`src/rtl/if_fetch_unit_if.sv`:
```
// Fetch-unit bundle: run control, hazard/redirect inputs, imem handshake and IF/ID outputs.
// master = the fetch unit, slave = the pipeline/memory environment driving it.
interface if_fetch_unit_if;
  logic        start_i;
  logic        stall_i;
  logic        branch_i;
  logic [31:0] branch_target_i;
  logic        imem_req_o;
  logic [31:0] imem_addr_o;
  logic        imem_ack_i;
  logic [31:0] imem_data_i;
  logic [31:0] PC_o;
  logic [31:0] instruction_o;
  logic        IF_stall_o;
  logic        IF_flush_o;

  modport master (
    input  start_i, stall_i, branch_i, branch_target_i, imem_ack_i, imem_data_i,
    output imem_req_o, imem_addr_o, PC_o, instruction_o, IF_stall_o, IF_flush_o
  );

  modport slave (
    output start_i, stall_i, branch_i, branch_target_i, imem_ack_i, imem_data_i,
    input  imem_req_o, imem_addr_o, PC_o, instruction_o, IF_stall_o, IF_flush_o
  );
endinterface

```
`src/rtl/if_fetch_unit.sv`:
```
// Instruction-fetch front end: owns the PC, runs a req/ack fetch per instruction (no prefetch)
// and feeds IF/ID with PC/instruction plus stall/flush, bubbling whenever nothing valid is ready.
module if_fetch_unit #(
  parameter logic [31:0] RESET_PC = 32'h0000_0000,
  parameter logic [31:0] PC_STEP  = 32'd4
) (
  input logic            clk,
  input logic            rst_n,
  if_fetch_unit_if.master bus
);
  typedef enum logic [1:0] {IDLE, REQ, VALID, DRAIN} state_t;

  state_t      state, state_nx;
  logic [31:0] pc_q, pc_nx;
  logic [31:0] addr_q, addr_nx;
  logic [31:0] pc_out_q, pc_out_nx;
  logic [31:0] instr_q, instr_nx;
  logic [31:0] tgt, pc_inc;
  logic        redirect, req, stall, flush;

  assign tgt      = {bus.branch_target_i[31:2], 2'b00};
  assign pc_inc   = pc_q + PC_STEP;
  // Stall always dominates: a branch seen under stall is dropped for that cycle.
  assign redirect = bus.branch_i && !bus.stall_i;

  always_ff @(posedge clk or negedge rst_n) begin
    if (!rst_n) begin
      state    <= IDLE;
      pc_q     <= RESET_PC;
      addr_q   <= '0;
      pc_out_q <= '0;
      instr_q  <= '0;
    end else begin
      state    <= state_nx;
      pc_q     <= pc_nx;
      addr_q   <= addr_nx;
      pc_out_q <= pc_out_nx;
      instr_q  <= instr_nx;
    end
  end

  always_comb begin
    state_nx  = state;
    pc_nx     = pc_q;
    addr_nx   = addr_q;
    pc_out_nx = pc_out_q;
    instr_nx  = instr_q;
    req       = 1'b0;
    stall     = 1'b0;
    flush     = 1'b0;
    case (state)
      IDLE: begin
        if (bus.start_i) begin
          addr_nx  = pc_q;
          state_nx = REQ;
        end
      end
      REQ: begin
        req   = 1'b1;
        stall = bus.stall_i;
        flush = !bus.stall_i;
        if (redirect) begin
          pc_nx = tgt;
          // Same-cycle ack belongs to the wrong path: drop it and reissue at the target.
          if (bus.imem_ack_i) addr_nx  = tgt;
          else                state_nx = DRAIN;
        end else if (bus.imem_ack_i) begin
          instr_nx  = bus.imem_data_i;
          pc_out_nx = addr_q;
          state_nx  = VALID;
        end
      end
      VALID: begin
        stall = bus.stall_i;
        flush = redirect;
        if (!bus.stall_i) begin
          state_nx = REQ;
          if (bus.branch_i) begin
            pc_nx   = tgt;
            addr_nx = tgt;
          end else begin
            pc_nx   = pc_inc;
            addr_nx = pc_inc;
          end
        end
      end
      DRAIN: begin
        req   = 1'b1;
        stall = bus.stall_i;
        flush = !bus.stall_i;
        if (redirect) pc_nx = tgt;
        // Stale response retires the old request; the newest redirect target is fetched next.
        if (bus.imem_ack_i) begin
          addr_nx  = redirect ? tgt : pc_q;
          state_nx = REQ;
        end
      end
      default: state_nx = IDLE;
    endcase
  end

  assign bus.imem_req_o    = req;
  assign bus.imem_addr_o   = addr_q;
  assign bus.PC_o          = pc_out_q;
  assign bus.instruction_o = instr_q;
  assign bus.IF_stall_o    = stall;
  assign bus.IF_flush_o    = flush;
endmodule

```
`src/flat_wrapper.sv`:
```
// flat-port wrapper written by rule: the top's interface ports become plain ports
module if_fetch_unit_flat 
#(
  parameter logic [31:0] RESET_PC = 32'h0000_0000,
  parameter logic [31:0] PC_STEP  = 32'd4
)
  (clk, rst_n, bus_start_i, bus_stall_i, bus_branch_i, bus_branch_target_i, bus_imem_ack_i, bus_imem_data_i, bus_imem_req_o, bus_imem_addr_o, bus_PC_o, bus_instruction_o, bus_IF_stall_o, bus_IF_flush_o);
  if_fetch_unit_if bus_i ();
  input logic clk;
  input logic rst_n;
  input wire logic [$bits(bus_i.start_i)-1:0] bus_start_i;
  input wire logic [$bits(bus_i.stall_i)-1:0] bus_stall_i;
  input wire logic [$bits(bus_i.branch_i)-1:0] bus_branch_i;
  input wire logic [$bits(bus_i.branch_target_i)-1:0] bus_branch_target_i;
  input wire logic [$bits(bus_i.imem_ack_i)-1:0] bus_imem_ack_i;
  input wire logic [$bits(bus_i.imem_data_i)-1:0] bus_imem_data_i;
  output wire logic [$bits(bus_i.imem_req_o)-1:0] bus_imem_req_o;
  output wire logic [$bits(bus_i.imem_addr_o)-1:0] bus_imem_addr_o;
  output wire logic [$bits(bus_i.PC_o)-1:0] bus_PC_o;
  output wire logic [$bits(bus_i.instruction_o)-1:0] bus_instruction_o;
  output wire logic [$bits(bus_i.IF_stall_o)-1:0] bus_IF_stall_o;
  output wire logic [$bits(bus_i.IF_flush_o)-1:0] bus_IF_flush_o;
  assign bus_i.start_i = bus_start_i;
  assign bus_i.stall_i = bus_stall_i;
  assign bus_i.branch_i = bus_branch_i;
  assign bus_i.branch_target_i = bus_branch_target_i;
  assign bus_i.imem_ack_i = bus_imem_ack_i;
  assign bus_i.imem_data_i = bus_imem_data_i;
  assign bus_imem_req_o = bus_i.imem_req_o;
  assign bus_imem_addr_o = bus_i.imem_addr_o;
  assign bus_PC_o = bus_i.PC_o;
  assign bus_instruction_o = bus_i.instruction_o;
  assign bus_IF_stall_o = bus_i.IF_stall_o;
  assign bus_IF_flush_o = bus_i.IF_flush_o;
  if_fetch_unit #(.RESET_PC(RESET_PC), .PC_STEP(PC_STEP)) u_core (.clk(clk), .rst_n(rst_n), .bus(bus_i));
endmodule
```
`config.mk`:
```
export PLATFORM = sky130hd
export DESIGN_NAME = if_fetch_unit_flat
export DESIGN_NICKNAME = d
export VERILOG_FILES = /design/src/rtl/if_fetch_unit_if.sv /design/src/rtl/if_fetch_unit.sv /design/src/flat_wrapper.sv
export SDC_FILE = /design/constraint.sdc
export NUM_CORES = 1
export LEC_CHECK = 0
export CAP_MARGIN = 0
export CORE_MARGIN = 10
export CORE_UTILIZATION = 55
export CTS_CLUSTER_DIAMETER = 60
export DETAILED_ROUTE_END_ITERATION = 12
export GPL_TIMING_DRIVEN = 0
export PLACE_DENSITY_LB_ADDON = 0.25
export SLEW_MARGIN = 15
export SYNTH_ARGS = -nofsm -noshare
export SYNTH_HDL_FRONTEND = slang
export SYNTH_SLANG_ARGS = --single-unit
```
`constraint.sdc`:
```
create_clock -name clk -period 4 [get_ports clk]
set_input_delay 0.6 -clock clk [delete_from_list [all_inputs] [get_ports clk]]
set_output_delay 0.6 -clock clk [all_outputs]
set_load 0.02 [all_outputs]
```
==> results.py <==
metrics = {
    "synth": {
        "yosysTopAreaCell": "dfrtp_1",
        "syn_area_um2": 7332,
        "synth_top_area_frac": 0.4437,
        "synth_common_cells": "dfrtp_1 (130), mux2_2 (70), nand2_1 (60)",
        "synth_edf_count": 0,
        "avgSynthCellArea_um2": 10.02,
        "yosysSeqAreaShare": 0.4437,
        "syn_nets": 803,
        "ys_seq_elements": 130,
        "syn_inst": 732,
        "yosys-top-cells-area": "dfrtp_1 (44%), mux2_2 (11%), mux2i_1 (3.5%)",
        "async_flop_share": 1.000,
        "synth_warnings": 0,
        "synth.most_common_cell": "dfrtp_1",
        "yosysUniqueCellTypes": 77,
        "synth_ff_type": "dfrtp_1",
    },
    "worst_setup_path": {
        "start_kind": "flip-flop",
        "cp_slowest_stage_delay_ns": 0.63,
        "cp-startpoint": "u_core.state[0]",
        "cp.depth": 6,
        "cp_cell_sequence": "buf_2 > buf_2 > buf_1 > o21ai_1 > nor2_1 > clkdlybuf4s50_1",
        "critPathCaptureType": "output port",
        "rr_endpoint": "u_core.pc_q[28]",
        "path_max_fanout": 10,
        "arrival_ns": 3.08,
        "cpLargestDelayFamily": "buffers and inverters",
        "timing.rr.start": "u_core.pc_q[2]",
        "worstSetupPathType": "flip-flop to output port",
        "cp_common_cell": "buf_2",
        "cp_num_buf_inv": 4,
        "required_ns": 3.40,
        "setup.worst_path.end": "bus_IF_flush_o",
        "reg2reg_depth": 6,
        "rrSetupSlack_ns": 1.12,
        "slowest_stage": "clkdlybuf4s50_1",
    },
    "die": {
        "ioPinCount": 169,
        "rows": 42,
        "die_height_um": 135.5,
        "die_w_um": 135.5,
        "initial_utilization": 0.5581,
        "dieArea_um2": 18350,
        "core_um2": 13140,
    },
    "power": {
        "max-vdd-ir-drop_mv": 0.4591,
        "power_density_nw_per_um2": 902.5,
        "combPwrFrac": 0.530,
        "p_switching_mw": 3.843,
        "power_frac_clock": 0.198,
        "power.leakage_nw": 4.018,
        "switching_share": 0.4299,
        "power.total_mw": 8.941,
        "power_frac_seq": 0.272,
        "p_int_mw": 5.097,
    },
    "global_routing": {
        "grt_start_max_net_pins": 78,
        "antenna_found_initial": 1,
        "grt_remaining_overflow": 0,
        "grt_pass1_wl_um": 43440,
        "grt_pass1_vias": 7474,
        "grt_use_total": 0.3078,
    },
    "sta": {
        "drv_slew": 0,
        "relSlewSlack": 0.2811,
        "min_period_ns": 3.680,
        "skew_ns": 0.009539,
        "rsz0062_at_grt": "no",
        "hold_viol_final": 0,
        "period_share": 0.9199,
        "finalSetupViolCount": 0,
        "max_freq_mhz": 271.8,
        "worstMarginPinSlew_ns": 1.071,
    },
    "drt": {
        "drtAntennaViolNets": 0,
        "firstDrtPassIters": 8,
        "topRoutingLayerUsed": "met5",
        "route.met3.wl_um": 3340,
        "dr_wl_met2_um": 13370,
        "vias_per_cell": 6.740,
        "routedWlPerCell_um": 26.07,
        "met1_length_um": 10870,
        "vias": 7461,
        "routed_wl_um": 28850,
        "initialDrtViolationCount": 1168,
        "drc": 0,
    },
    "final_layout": {
        "syn_to_final_growth_pct": 35.12,
        "fin_area_um2": 9907,
        "antenna_cells": 0,
        "fin_util": 0.7541,
        "drive_above_1_share": 0.1590,
        "nets": 989,
    },
    "clock_tree": {
        "cts_setup_buffers": 0,
        "cts_max_level": 4,
        "clkLatencyLatePin_ns": 0.43,
        "clk_pin_slew_ns": 0.06,
        "cts_root_buf": "clkbuf_16",
        "cts_sinks": 130,
        "ctsHoldBuffers": 0,
        "cts-resized-gates": 0,
        "cts_made_buffers": 17,
        "cts_tree": "done",
        "cts_buffer_depth": 2,
    },
    "placement": {
        "place.gp.congestion": 1.026,
        "place_area_um2": 9243,
        "portBuffers": 166,
        "place_hpwl_um": 19760,
    },
    "run": {
        "maxCapViolations": 0,
    },
    "run_status": {
        "status": "complete, no violations",
    },
    "min_path": {
        "hp-class": "input port to async pin",
    },
}
-- through the flow --
stage / TNS (ns) / std cells / setup slack, ns / hold slack (ns)
final: 0 / 1107 / 0.3202 / 0.1322
after global routing: 0 / 1107 / 0.2538 / 0.1615
after floorplan: 0 / 732 / 1.757 / 0.3044
after global placement: -332.84 / 1074 / -2.572 / 0.4750
after CTS: 0 / 1107 / 0.3909 / 0.1458
after detailed placement: 0 / 1075 / 0.4905 / 0.4921
-- flip-flops by register name, summed over array words and instances (netlist names) --
signal                    cells
u_core.bus.PC_o              32
u_core.bus.instruction_o     32
u_core.pc_q                  32
u_core.bus.imem_addr_o       32
u_core.state                  2
-- cell usage in the layout, fill, tap and decap left out, types with 17 or more instances in the layout --
master / n
a211oi_1: 19
a21oi_1: 33
buf_2: 26
clkbuf_1: 35
clkbuf_16: 17
clkdlybuf4s50_1: 165
dfrtp_1: 130
mux2_2: 70
mux2i_1: 26
nand2_1: 60
nand3_1: 22
nor2_1: 43
o21ai_0: 25
-- power groups by stage --
stage | Clock, mW | Sequential, mW | Combinational [mW]
after floorplan | 0 | 2.91 | 2.11
after global placement | 0 | 2.37 | 4.47
after detailed placement | 0 | 2.42 | 4.58
after CTS | 1.76 | 2.42 | 4.66
after global routing | 1.83 | 2.50 | 4.97
final | 1.77 | 2.44 | 4.74
-- how the worst min path moves through the flow --
stage / to / slack, ns
finish: u_core.bus.instruction_o[13] / 0.13
global route: u_core.bus.instruction_o[11] / 0.16
CTS: u_core.bus.instruction_o[13] / 0.15
detailed placement: u_core.bus.PC_o[3] / 0.49
global placement: u_core.bus.imem_addr_o[0] / 0.47
floorplan: u_core.bus.PC_o[0] / 0.30
-- routing by layer --
layer | vias to the layer above | global-route usage
li1 | 3148 | -
met1 | 3555 | 0.3760
met2 | 620 | 0.4959
met3 | 136 | 0.08197
met4 | 2 | 0.1465
met5 | - | 0
-- worst register-to-register path, stage by stage, from the launching register on --
cell      delay (ns)
dfrtp_1         0.53
ha_1            0.31
nand4_2         0.28
or4_4           0.62
nor4_2          0.44
mux2_2          0.41
a211oi_1        0.19
-- cell families (layout without fill, tap and decap cells) --
kind of cell             after synthesis  in the layout  share of synthesized area
AO/OA/AOI/OAI                        204            204                     0.2017
buffers and inverters                 84            283                    0.04915
multiplexers                          96             96                     0.1430
XOR/XNOR                               6              6                   0.007167
AND/OR/NAND/NOR                      211            211                     0.1536
flip-flops                           130            130                     0.4437
adder cells (fa/ha/maj)                1              1                   0.001706
-- cell type report --
| cell class | count | area [um2] |
|---|---|---|
| inverter | 15 | 56.30 |
| sequential | 130 | 3253 |
| clock buffer | 21 | 460.4 |
| fill | 886 | 3231 |
| timing repair buffer | 167 | 1690 |
| clock inverter | 11 | 198.9 |
| buffer | 69 | 304.0 |
| multi-input combinational | 518 | 3724 |
| tap | 176 | 220.2 |
Power figures use the tool's default switching activity.
